[config.mk]
export PLATFORM = sky130hd
export DESIGN_NAME = tour_cmd
export DESIGN_NICKNAME = d
export VERILOG_FILES = /design/src/rtl/tour_cmd.sv
export SDC_FILE = /design/constraint.sdc
export NUM_CORES = 1
export LEC_CHECK = 0
export BUFFER_PORTS_ARGS = -buffer_cell sky130_fd_sc_hd__buf_2
export CORE_UTILIZATION = 42
export CTS_CLUSTER_DIAMETER = 40
export CTS_CLUSTER_SIZE = 40
export DETAILED_ROUTE_END_ITERATION = 6
export GPL_ROUTABILITY_DRIVEN = 0
export HOLD_SLACK_MARGIN = 0.12
export PLACE_DENSITY = 0.88
export SETUP_SLACK_MARGIN = 0.3
export SKIP_CTS_REPAIR_TIMING = 1
export SYNTH_ARGS = -nofsm -noshare
export SYNTH_HDL_FRONTEND = slang
export SYNTH_SLANG_ARGS = --single-unit
export TNS_END_PERCENT = 20
[constraint.sdc]
create_clock -name clk -period 4.2 [get_ports clk]
set_input_delay 0.84 -clock clk [delete_from_list [all_inputs] [get_ports clk]]
set_output_delay 0.84 -clock clk [all_outputs]
set_load 0.01 [all_outputs]
[src/rtl/tour_cmd.sv]
// Replays the stored knight's-tour moves as vertical/horizontal drive commands and
// muxes them with UART-sourced commands into the command processor.
module tour_cmd #(
   parameter int NUM_MOVES = 24
) (
   input  logic        clk,
   input  logic        rst_n,
   input  logic        start_tour,
   input  logic [7:0]  move,
   output logic [4:0]  mv_indx,
   input  logic [15:0] cmd_UART,
   input  logic        cmd_rdy_UART,
   output logic        clr_cmd_rdy_UART,
   input  logic        clr_cmd_rdy,
   input  logic        send_resp,
   output logic [15:0] cmd,
   output logic        cmd_rdy,
   output logic [7:0]  resp
);

   localparam logic [2:0] IDLE   = 3'd0;
   localparam logic [2:0] VERT   = 3'd1;
   localparam logic [2:0] HOLD_V = 3'd2;
   localparam logic [2:0] HORZ   = 3'd3;
   localparam logic [2:0] HOLD_H = 3'd4;

   localparam logic [4:0] LAST_INDX = 5'(NUM_MOVES - 1);

   localparam logic [7:0] HEAD_N = 8'h00;
   localparam logic [7:0] HEAD_W = 8'h3F;
   localparam logic [7:0] HEAD_S = 8'h7F;
   localparam logic [7:0] HEAD_E = 8'hBF;

   logic [2:0]  state_q, state_d;
   logic [4:0]  mv_indx_q, mv_indx_d;
   logic        dx_neg, dy_neg;
   logic [1:0]  dx_mag, dy_mag;
   logic [15:0] vert_cmd, horz_cmd;

   // Lowest set bit wins; an all-zero move decodes to a zero-length north/east pair.
   always_comb begin
      dx_neg = 1'b0;
      dy_neg = 1'b0;
      dx_mag = 2'd0;
      dy_mag = 2'd0;
      casez (move)
         8'b???????1: begin dx_mag = 2'd1; dy_mag = 2'd2; end
         8'b??????10: begin dx_neg = 1'b1; dx_mag = 2'd1; dy_mag = 2'd2; end
         8'b?????100: begin dx_neg = 1'b1; dx_mag = 2'd2; dy_mag = 2'd1; end
         8'b????1000: begin dx_neg = 1'b1; dx_mag = 2'd2; dy_neg = 1'b1; dy_mag = 2'd1; end
         8'b???10000: begin dx_neg = 1'b1; dx_mag = 2'd1; dy_neg = 1'b1; dy_mag = 2'd2; end
         8'b??100000: begin dx_mag = 2'd1; dy_neg = 1'b1; dy_mag = 2'd2; end
         8'b?1000000: begin dx_mag = 2'd2; dy_neg = 1'b1; dy_mag = 2'd1; end
         8'b10000000: begin dx_mag = 2'd2; dy_mag = 2'd1; end
         default: ;
      endcase
   end

   assign vert_cmd = {4'b0010, (dy_neg ? HEAD_S : HEAD_N), 2'b00, dy_mag};
   assign horz_cmd = {4'b0011, (dx_neg ? HEAD_W : HEAD_E), 2'b00, dx_mag};

   always_comb begin
      state_d   = state_q;
      mv_indx_d = mv_indx_q;
      case (state_q)
         IDLE: begin
            if (start_tour) begin
               state_d   = VERT;
               mv_indx_d = 5'd0;
            end
         end
         VERT:   if (clr_cmd_rdy) state_d = HOLD_V;
         HOLD_V: if (send_resp)   state_d = HORZ;
         HORZ:   if (clr_cmd_rdy) state_d = HOLD_H;
         HOLD_H: begin
            if (send_resp) begin
               if (mv_indx_q == LAST_INDX) begin
                  state_d = IDLE;
               end else begin
                  state_d   = VERT;
                  mv_indx_d = mv_indx_q + 5'd1;
               end
            end
         end
         default: state_d = IDLE;
      endcase
   end

   always_ff @(posedge clk or negedge rst_n) begin
      if (!rst_n) begin
         state_q   <= IDLE;
         mv_indx_q <= 5'd0;
      end else begin
         state_q   <= state_d;
         mv_indx_q <= mv_indx_d;
      end
   end

   // UART owns the command path only while no tour is being replayed.
   always_comb begin
      cmd              = vert_cmd;
      cmd_rdy          = 1'b0;
      clr_cmd_rdy_UART = 1'b0;
      case (state_q)
         IDLE: begin
            cmd              = cmd_UART;
            cmd_rdy          = cmd_rdy_UART;
            clr_cmd_rdy_UART = clr_cmd_rdy;
         end
         VERT:   begin cmd = vert_cmd; cmd_rdy = 1'b1; end
         HOLD_V: cmd = vert_cmd;
         HORZ:   begin cmd = horz_cmd; cmd_rdy = 1'b1; end
         HOLD_H: cmd = horz_cmd;
         default: ;
      endcase
   end

   assign resp    = ((state_q != IDLE) && (mv_indx_q == LAST_INDX)) ? 8'h5A : 8'hA5;
   assign mv_indx = mv_indx_q;

endmodule

# After elaboration in Yosys (flattened, before gate mapping)
# Cells that the tools add are included.
# word_totals
output_inout_bits	31
regBits	8
in_bits	30
elab_cells	54
# op_classes
muxes	21
addsub	1
eq_ne	18
n_reduce_logical	12
# op_table
operator	count
case mux 16 bit (2 select lines)	1
2-to-1 mux 8 bit	2
OR reduction 4 bit	4
2-to-1 mux 3 bit	5
2-to-1 mux 5 bit	3
case mux 3 bit (5 select lines)	1
inequality test 2 bit, second input constant	6
equality test 5 bit, second input constant	2
case mux 5 bit (2 select lines)	1
equality test 8 bit, second input constant	1
case mux 2 bit (2 select lines)	2
equality test 7 bit, second input constant	1
2-to-1 mux 7 bit	1
equality test 3 x 2 -> 1 bit, second input constant	2
equality test 3 bit, second input constant	2
equality test 6 bit, second input constant	1
adder 5 x 1 -> 5 bit, second input constant	1
AND reduction 5 bit	1
equality test 4 bit, second input constant	1
2-to-1 mux 1 bit	4
AND reduction 4 bit	1
OR reduction 2 bit	2
equality test 3 x 1 -> 1 bit, second input constant	1
logical NOT 3 bit	1
5 further kinds	5

# Depth between registers and ports, before layout
# Gate-level depths: netlist of run 1.
# depth
ltp_word	5
depth_mapped	5

# Least setup slack after synthesis of run 1
# OpenSTA, ideal clock, no wires.
# synth_path
kind	input to output
start	input move[3]
end	output cmd[0]
required_ns	3.360
cell_stages	4
arrival_ns	1.850
slack_ns	1.510
n_path_buf	0
cell_sequence	or4_4 > o211ai_2 > a21oi_1 > or3_1
# synth_via
elab_chain_cells	4
# synth_lines
item	line_no	source
from (decl)	9	input logic [7:0] move,
equality test 8 bit (tied with other cells)	46	casez (move)
OR reduction 4 bit (no line)	-	
case mux 2 bit (2 select lines)	46	
case mux 16 bit (2 select lines) *	104	case (state_q)
to (decl)	16	output logic [15:0] cmd,
# Mark *: on every way between the ends. The rest lies on a longest branch, timed or not.

# Worst setup path after layout of run 1
# Same ends and word-level chain as after synthesis.

==> results of run 1 <==
==> routing by layer <==
layer	GRT usage (%)	up-vias	wire length, um
met3	3.97	2	149
met5	0	-	0
met2	40.9	50	1160
met4	12.1	0	12
met1	24.7	454	902
li1	-	489	-
==> cells in the mapped netlist <==
| cell | number | area, um2 |
|---|---|---|
| nor4_1 | 3 | 18.8 |
| and3_1 | 1 | 6.26 |
| a211o_1 | 4 | 35.0 |
| o2111ai_1 | 1 | 8.76 |
| or2_2 | 3 | 18.8 |
| nand3_1 | 4 | 20.0 |
| o21ai_0 | 7 | 35.0 |
| clkbuf_1 | 2 | 7.51 |
| o41ai_1 | 1 | 8.76 |
| a22o_1 | 2 | 17.5 |
| o211ai_1 | 1 | 7.51 |
| or3_1 | 2 | 12.5 |
| nand2b_1 | 4 | 25.0 |
| a21oi_1 | 5 | 25.0 |
| nand2_1 | 9 | 33.8 |
| nand4b_1 | 1 | 8.76 |
| nand3b_1 | 2 | 15.0 |
| o21a_1 | 7 | 52.6 |
| o211ai_2 | 1 | 12.5 |
| or2_0 | 1 | 6.26 |
| nor2_1 | 12 | 45.0 |
| and2_1 | 5 | 31.3 |
| mux2_2 | 1 | 11.3 |
| ha_1 | 1 | 12.5 |
| xnor2_1 | 1 | 8.76 |
| nor3_1 | 2 | 10.0 |
| a31oi_1 | 1 | 6.26 |
| dfrtp_1 | 8 | 200 |
| buf_4 | 6 | 45.0 |
| inv_1 | 3 | 11.3 |
| buf_2 | 2 | 10.0 |
| or4_4 | 1 | 11.3 |
| a21o_1 | 2 | 15.0 |
| o22ai_1 | 1 | 6.26 |
==> logic make-up (layout without fill, tap and decap cells) <==
logic type      after synthesis  count (layout)  share of synthesized area, %
buf+inv                      13              66                          9.23
flops                         8               8                          25.0
mux                           1               1                          1.41
fa+ha+maj                     1               1                          1.56
xor+xnor                      1               1                          1.10
compound gates               33              33                          28.8
simple gates                 50              50                          32.9
==> stage by stage <==
step / power (mW) / instance area (um2) / cells
after floorplan: 0.400 / 800 / 107
after global placement: 0.533 / 1070 / 182
after detailed placement: 0.549 / 1070 / 182
after CTS: 0.608 / 1090 / 185
after global routing: 0.662 / 1090 / 185
final: 0.603 / 1090 / 185
==> worst reg2reg max path: stages, from the launching register on <==
cell and delay, ns:
dfrtp_1 0.72, nand3_1 0.27, a21o_1 0.27, a211o_1 0.31
==> layout make-up <==
cell class	count	share of cell area, %
clock buffer	3	2.06
tap	25	2.87
inverter	3	1.03
timing repair buffer	60	27.5
sequential	8	18.3
multi-input combinational	86	48.2
==> flip-flops by register name, summed over array words and instances, names as in the netlist <==
signal / cells
state_q: 3
mv_indx: 5
==> power groups by stage <==
stage	sequential [mW]	clock, mW	combinational [mW]
floorplan	0.118	0	0.283
detailed placement	0.132	0	0.417
global placement	0.130	0	0.403
finish	0.132	0.0545	0.417
global route	0.136	0.0609	0.465
CTS	0.130	0.0583	0.420
==> cell usage in the layout, fill, tap and decap left out, types with 2 or more instances in the layout <==
master and instances:
nand2_1 9, a21o_1 2, nand3_1 4, a21oi_1 5
clkbuf_4 3, and2_1 5, a22o_1 2, nand3b_1 2
nor4_1 3, a211o_1 4, nor3_1 2, inv_1 3
nor2_1 12, nand2b_1 4, o21ai_0 7, o21a_1 7
buf_2 60, dfrtp_1 8, or2_2 3, or3_1 2
==> path summary, 6_finish.rpt <==
kind / from / to / slack [ns] / depth (start not counted)
setup / recovery: move[3] / cmd[0] / 1.25 / 6
hold / removal: rst_n / mv_indx[3]$_DFFE_PN0P_ / 0.43 / 1
setup reg to reg: state_q[2]$_DFFE_PN0P_ / mv_indx[3]$_DFFE_PN0P_ / 2.51 / 3
hold reg to reg: mv_indx[1]$_DFFE_PN0P_ / mv_indx[1]$_DFFE_PN0P_ / 0.55 / 1
max in group asynchronous: rst_n / mv_indx[1]$_DFFE_PN0P_ / 3.60 / 1
min in group clk: mv_indx[1]$_DFFE_PN0P_ / mv_indx[1]$_DFFE_PN0P_ / 0.55 / 1
==> flow_summary_export.csv, run 1 <==
group,metric,value,unit
outcome,outcome,"complete, no violations",
worst_setup_path,path_max_fanout,4,
worst_setup_path,crit_buf_inv,2,
routing,wl_per_cell,12.0,um
sta,timing.final.max_slew_violations,0,
flow_run,drv_cap,0,
routing,final_antenna_net_count,0,
layout,fillCellCount,173,
routing,finalWirelength,2220,um
sta,worstMarginPinSlew,0.606,ns
worst_setup_path,crit_path_start_kind,"primary input",
pwr,powerDensity,552,mW/mm2
floorplan,die_x,45.6,um
clock_tree,root_buffer,"clkbuf_4",
clock_tree,cts_inserted_buffers,3,
layout,regArea,200,um2
global_route,grt_first_pass_wirelength,3430,um
floorplan,die_area,0.00208,mm2
global_route,gr-total-overflow,0,
sta,finalCritPeriodShare,70.1,%
layout,multi_input_area,526,um2
pwr,leakagePower,0.596,nW
clock_tree,clkTransAtPathRegs,0.05,ns
yosys,syn_nets,138,
routing,vias_per_cell,5.38,
clock_tree,clk_path_buf_depth,2,
worst_setup_path,endpoint_kind,"output port",
sta,whs,0.431,ns
sta,setup-tns-final,0,ns
yosys,yosys_warnings,0,
sta,setup_violations,0,
yosys,synthCells,107,
yosys,ys_seq_elements,8,
worst_setup_path,cp_slowest_cell,"or4_4",
sta,relSlewSlack,59.6,%
routing,drt_iter0_markers,20,
floorplan,die_height,45.6,um
pwr,power_frac_clock,9.0,%
clock_tree,clk_latency,0.24,ns
pwr,swShare,48.4,%
worst_setup_path,path_common_cell,"buf_2",
yosys,synth_cell_types,34,
pwr,comb_power_share,69.1,%
routing,first_pass_iters,4,
clock_tree,cts_tree,"built",
layout,num_antenna_cells,0,
global_route,first_global_vias,856,
placed_design,dpl_worst_slack,1.25,ns
layout,final_core_util,61.8,%
pwr,irDropWorstVdd,430,uV
pwr,p_int,0.311,mW
sta,fin_crit,2.95,ns
worst_hold_path,hold_class,"primary input to async pin",
clock_tree,cts_sinks,8,
layout,final_nets,193,
sta,hold_violations,0,
clock_tree,htree_num_levels,1,
layout,area_growth,36.5,%
yosys,synth_seq_area_share,25.0,%
yosys,syn_avg_cell_area,7.47,um2
sta,worst_slack,1.25,ns
worst_setup_path,critPathMaxStageDelay,0.55,ns
worst_setup_path,arrival,2.11,ns
routing,drcViolationCount,0,
pwr,switchingPower,0.292,mW
worst_setup_path,crit_family,"simple AND/OR/NAND/NOR gates",
global_route,grt_max_degree,24,
floorplan,initial_core_util,45.3,%
global_route,grt_usage,22.6,%
worst_setup_path,crit_type,"primary input to output port",
placed_design,port-buffer-count,60,
sta,clock-skew-final,0.00121,ns
pwr,seq_power_share,21.8,%
sta,max_freq,339,MHz
sta,rsz0062_at_grt,"no",
layout,layout-drive-gt1-share,43.1,%
floorplan,num_rows,15,
floorplan,coreArea,0.00176,mm2
global_route,antenna_found_initial,0,
placed_design,place_hpwl,1880,um
worst_setup_path,crit_chain,"buf_2 -> or4_4 -> o211ai_2 -> a21oi_1 -> or3_1 -> buf_2",
routing,num_vias,995,
yosys,synth_area,800,um2
floorplan,ios,61,
worst_setup_path,cp.required,3.36,ns
Note: power is estimated with default switching activity, not from simulation.
==> run 2, diff against run 1 <==
- CORE_UTILIZATION: 42 -> 35
- PLACE_DENSITY: 0.88 -> 0.79
- clock period: 4.2 -> 2.7 ns (I/O delays scaled with it)
==> run 2 against run 1 <==
Net effect: worst hold slack better by 0.11 ns; flip-flop and latch count stayed put; final cell count is 2.2% higher; wire length is 0.77% lower; highest routed layer unchanged.
==> flow_summary_export.csv, run 2 (synthesis results as in run 1) <==
group,metric,value,unit
clock_tree,clkTransAtPathRegs,0.06,ns
clock_tree,cts_sinks,8,
placed_design,dpl_worst_slack,0.373,ns
worst_setup_path,reg2reg_depth,5,
floorplan,die_area,0.00248,mm2
sta,max_freq,429,MHz
sta,timing.final.max_slew_violations,0,
pwr,powerDensity,857,mW/mm2
routing,final_antenna_net_count,0,
worst_setup_path,critPathLaunch,"move[3]",
routing,finalWirelength,2200,um
layout,area_growth,39.1,%
global_route,antenna_found_initial,0,
worst_setup_path,crit_cells,6,
worst_setup_path,crit_chain,"buf_2 -> or4_4 -> o211ai_2 -> a21oi_1 -> or3_1 -> buf_2",
layout,final_nets,195,
pwr,switchingPower,0.462,mW
worst_setup_path,cp-endpoint,"cmd[0]",
sta,setup_violations,0,
routing,drcViolationCount,0,
global_route,grt_usage,19.2,%
floorplan,die_height,49.8,um
layout,mostFrequentLayoutCell,"buf_2",
clock_tree,clk_latency,0.26,ns
sta,rsz0062_at_grt,"no",
placed_design,place_hpwl,1830,um
pwr,seq_power_share,20.4,%
routing,first_pass_iters,4,
floorplan,initial_core_util,38.8,%
flow_run,drv_cap,0,
floorplan,ios,61,
layout,fin_area,0.00111,mm2
worst_setup_path,crit_path_start_kind,"primary input",
clock_tree,root_buffer,"clkbuf_4",
worst_setup_path,crit_type,"primary input to output port",
sta,hold_violations,0,
layout,final_cell_mix,"buf_2 (60), nor2_1 (12), nand2_1 (9)",
layout,largest_reg_flops,5,
pwr,p_int,0.492,mW
layout,final_core_util,53.9,%
sta,fin_crit,2.33,ns
floorplan,num_rows,16,
worst_setup_path,endpoint_kind,"output port",
worst_setup_path,cp_slowest_cell,"or4_4",
global_route,first_global_vias,912,
routing,drt_iter0_markers,32,
routing,num_vias,1014,
pwr,comb_power_share,69.8,%
worst_setup_path,rr_startpoint,"mv_indx[0]$_DFFE_PN0P_",
worst_setup_path,worstReg2RegEnd,"mv_indx[3]$_DFFE_PN0P_",
floorplan,coreArea,0.00206,mm2
global_route,grt_max_degree,15,
layout,num_antenna_cells,0,
worst_setup_path,path_common_cell,"buf_2",
placed_design,port-buffer-count,60,
worst_setup_path,cp.required,2.16,ns
layout,final_cells,189,
clock_tree,htree_num_levels,1,
routing,vias_per_cell,5.37,
placed_design,place_area,0.00108,mm2
pwr,irDropWorstVdd,479,uV
sta,worstMarginPinSlew,0.405,ns
routing,wl_per_cell,11.7,um
sta,relSlewSlack,72.7,%
worst_setup_path,critPathMaxStageDelay,0.54,ns
worst_setup_path,crit_family,"simple AND/OR/NAND/NOR gates",
sta,setup-tns-final,0,ns
global_route,gr-total-overflow,0,
sta,clock-skew-final,0.00559,ns
outcome,outcome,"complete, no violations",
placed_design,dp.cells,185,
worst_setup_path,path_max_fanout,4,
layout,layout-drive-gt1-share,43.8,%
pwr,leakagePower,0.605,nW
clock_tree,cts_inserted_buffers,3,
global_route,grt_first_pass_wirelength,3620,um
clock_tree,cts_tree,"built",
worst_hold_path,hold_class,"primary input to register",
pwr,power_frac_clock,9.8,%
sta,worst_slack,0.371,ns
clock_tree,clk_path_buf_depth,2,
pwr,swShare,48.4,%
worst_setup_path,reg2reg_slack,1.10,ns
floorplan,die_x,49.8,um
worst_setup_path,crit_buf_inv,2,
sta,finalCritPeriodShare,86.3,%
worst_setup_path,arrival,1.79,ns
-- run 2: cell count changes in the layout (fill, tap and decap cells not counted) --
cell	previous run	this run
or2_0	1	0
buf_4	0	1
dfrtp_2	0	1
dlygate4sd3_1	0	1
dfrtp_1	8	7
or2_1	0	1
-- run 2: area by class of cell --
type                            instances  area (um2)
Clock buffer                            3        22.5
Timing Repair Buffer                   62         318
Multi-Input combinational cell         86         526
Inverter                                3        11.3
Fill cell                             185         950
Tap cell                               27        33.8
Sequential cell                         8         201
-- run 2: stage by stage --
step | power, mW | hold WS, ns
2_1_floorplan | 0.623 | 0.244
3_3_place_gp | 0.844 | 0.386
3_5_place_dp | 0.861 | 0.394
4_1_cts | 0.957 | 0.119
5_1_grt | 1.03 | 0.544
6_report | 0.954 | 0.545
-- run 2: layer usage --
metal  vias to the layer above  wire length [um]  track usage (%)  part of all wire [%]
met5                         -                 0                0                     0
met4                         0                21             9.52                  0.95
met3                         3               165             5.25                   7.5
met2                        49              1150             36.3                    52
met1                       460               864             18.8                    39
li1                        502                 -                -                     -
-- run 2: worst min-delay path by stage --
stage	startpoint	endpoint	cells after the start
after floorplan	rst_n	mv_indx[0]$_DFFE_PN0P_	0
after global placement	rst_n	mv_indx[2]$_DFFE_PN0P_	1
after detailed placement	rst_n	mv_indx[4]$_DFFE_PN0P_	1
after CTS	rst_n	mv_indx[4]$_DFFE_PN0P_	1
after global routing	send_resp	state_q[2]$_DFFE_PN0P_	2
final	send_resp	state_q[2]$_DFFE_PN0P_	2
-- run 2: power groups by stage --
stage	sequential, mW	clock, mW	combinational (mW)
floorplan	0.183	0	0.440
global placement	0.194	0	0.651
detailed placement	0.195	0	0.666
CTS	0.193	0.0948	0.669
global route	0.201	0.105	0.726
finish	0.194	0.0932	0.666
-- run 2: worst register-to-register path: stages (launching register included) --
cell and delay (ns):
dfrtp_1 0.40, ha_1 0.27, nand4b_1 0.13, nand3_1 0.15, a21o_1 0.24, a211o_1 0.30
==> run 3, diff against run 2 <==
- ABC_AREA: not set -> 1
- CORE_UTILIZATION: 35 -> 36
- GPL_TIMING_DRIVEN: not set -> 1
==> run 3 against run 2 <==
Net effect: clock-buffer cell count is the same; wire length shrank 0.23%; first-iteration DRC count shrank 19%; largest cell class unchanged; largest power group unchanged; highest routed layer unchanged.
==> flow_summary_export.csv, run 3 <==
group,metric,value,unit
yosys,yosys_most_used_dff,"dfrtp_1",
floorplan,initial_core_util,38.2,%
pwr,irDropWorstVdd,695,uV
global_route,antenna_found_initial,0,
placed_design,place_hpwl,1790,um
worst_setup_path,endpoint_kind,"output port",
clock_tree,cts_sinks,8,
sta,max_freq,454,MHz
floorplan,die_height,50.7,um
worst_setup_path,cp-endpoint,"cmd[8]",
routing,drcViolationCount,0,
worst_setup_path,reg2reg_depth,8,
yosys,synthCells,146,
floorplan,ios,61,
layout,fin_area,0.00115,mm2
worst_hold_path,hold_class,"primary input to async pin",
routing,wl_per_cell,9.60,um
layout,num_antenna_cells,0,
yosys,syn_nets,177,
global_route,grt_max_degree,14,
floorplan,coreArea,0.00223,mm2
clock_tree,cts_inserted_buffers,3,
clock_tree,clkTransAtPathRegs,0.05,ns
yosys,synth_area,853,um2
worst_setup_path,rr_startpoint,"state_q[1]$_DFFE_PN0P_",
clock_tree,htree_num_levels,1,
global_route,grt_usage,18.5,%
routing,first_pass_iters,4,
yosys,synth_top_cells_by_count,"nand2_1 (43), nand3_1 (20), nor2_1 (19), inv_1 (16), dfrtp_1 (8)",
sta,finalCritPeriodShare,81.6,%
sta,fin_crit,2.20,ns
sta,relSlewSlack,82.3,%
clock_tree,clk_latency,0.26,ns
worst_setup_path,worstReg2RegEnd,"mv_indx[0]$_DFFE_PN0P_",
layout,largest_reg_flops,5,
sta,hold_violations,0,
yosys,synth_async_sr_flop_share,100,%
worst_setup_path,crit_type,"register to output port",
sta,setup-tns-final,0,ns
yosys,synth-edff-count,0,
clock_tree,root_buffer,"clkbuf_4",
routing,final_antenna_net_count,0,
floorplan,num_rows,17,
sta,worstMarginPinSlew,0.265,ns
floorplan,die_x,50.7,um
worst_setup_path,path_max_fanout,11,
pwr,powerDensity,997,mW/mm2
worst_setup_path,critPathLaunch,"state_q[1]$_DFFE_PN0P_",
clock_tree,clk_path_buf_depth,2,
yosys,ys_seq_elements,8,
sta,clock-skew-final,0.00563,ns
layout,mostFrequentLayoutCell,"buf_2",
pwr,leakagePower,0.747,nW
routing,drt_iter0_markers,26,
layout,final_cell_mix,"buf_2 (60), nand2_1 (43), nand3_1 (20), nor2_1 (19), inv_1 (16)",
floorplan,die_area,0.00257,mm2
routing,finalWirelength,2200,um
global_route,grt_first_pass_wirelength,3700,um
worst_setup_path,reg2reg_slack,1.30,ns
yosys,yosysMostFrequentCell,"nand2_1",
clock_tree,cts_tree,"built",
outcome,outcome,"complete, no violations",
yosys,synth_seq_area_share,23.5,%
flow_run,drv_cap,0,
yosys,synth_cell_types,20,
placed_design,port-buffer-count,60,
yosys,yosys_warnings,0,
worst_setup_path,arrival,1.66,ns
placed_design,place_area,0.00113,mm2
yosys,ys_top_cells_by_area,"dfrtp_1 (23%), nand2_1 (19%), nand3_1 (12%)",
yosys,synth_top_area_cell,"dfrtp_1",
routing,num_vias,1064,
global_route,gr-total-overflow,0,
routing,vias_per_cell,4.65,
worst_setup_path,crit_path_start_kind,"register",
yosys,syn_avg_cell_area,5.84,um2
worst_setup_path,cp.required,2.16,ns
layout,layout-drive-gt1-share,38.3,%
sta,setup_violations,0,
layout,area_growth,35.3,%
yosys,yosysTopAreaCellShare,23.5,%
sta,rsz0062_at_grt,"no",
sta,timing.final.max_slew_violations,0,
layout,final_nets,234,
global_route,first_global_vias,911,
[run 3: worst min path at each step]
stage	startpoint	endpoint	slack, ns	cells after the start
final	rst_n	state_q[1]$_DFFE_PN0P_	0.12	1
after global routing	rst_n	state_q[1]$_DFFE_PN0P_	0.12	1
after CTS	rst_n	state_q[1]$_DFFE_PN0P_	0.11	1
after detailed placement	rst_n	state_q[1]$_DFFE_PN0P_	0.39	1
after global placement	rst_n	state_q[0]$_DFFE_PN0P_	0.39	1
after floorplan	rst_n	mv_indx[0]$_DFFE_PN0P_	0.24	0
[run 3: cell type report]
class | instances | area, um2
Tap cell | 28 | 35.0
Multi-Input combinational cell | 110 | 520
Clock buffer | 3 | 22.5
Inverter | 20 | 75.1
Sequential cell | 8 | 201
Fill cell | 238 | 1080
Timing Repair Buffer | 60 | 300
[run 3: kinds of logic (layout without fill, tap and decap cells)]
family,Yosys count,in the layout,synth area share (%)
and+or+nand+nor,98,98,52.8
DFF,8,8,23.5
adders and majority gates,1,1,1.47
AOI/OAI and AO/OA,11,11,6.74
buffers and inverters,28,83,15.5
[run 3: through the flow]
step	power [mW]	cells	setup WS, ns	utilization (%)	hold WS (ns)
6_report	1.15	229	0.496	51.7	0.116
5_1_grt	1.29	229	0.307	51.7	0.124
4_1_cts	1.16	229	0.478	51.7	0.112
3_5_place_dp	1.06	226	0.763	50.6	0.390
3_3_place_gp	1.05	226	0.797	50.6	0.389
2_1_floorplan	0.799	146	0.722	-	0.244
[run 3: power breakdown]
part / switching [mW] / leakage [nW] / internal, mW
logic: 0.534 / 0.627 / 0.318
clock network: 0.0413 / 0.0138 / 0.0509
registers: 0.0544 / 0.106 / 0.152
total: 0.629 / 0.747 / 0.521
[run 3: layer usage]
| metal | part of all wire [%] | wire, um | track usage, % | vias up |
|---|---|---|---|---|
| li1 | - | - | - | 573 |
| met1 | 47 | 1020 | 22.9 | 449 |
| met2 | 46 | 1020 | 32.2 | 39 |
| met3 | 5.9 | 129 | 2.12 | 3 |
| met4 | 1.0 | 23 | 7.41 | 0 |
| met5 | 0 | 0 | 0 | - |
[run 3: critical path: stages, from the launching register on]
cell and delay [ns]:
dfrtp_1 0.46, nor2_4 0.20, nand2_2 0.13, nand2_2 0.22, nor2_4 0.07, nand3_2 0.12, nand2_1 0.07, buf_2 0.14
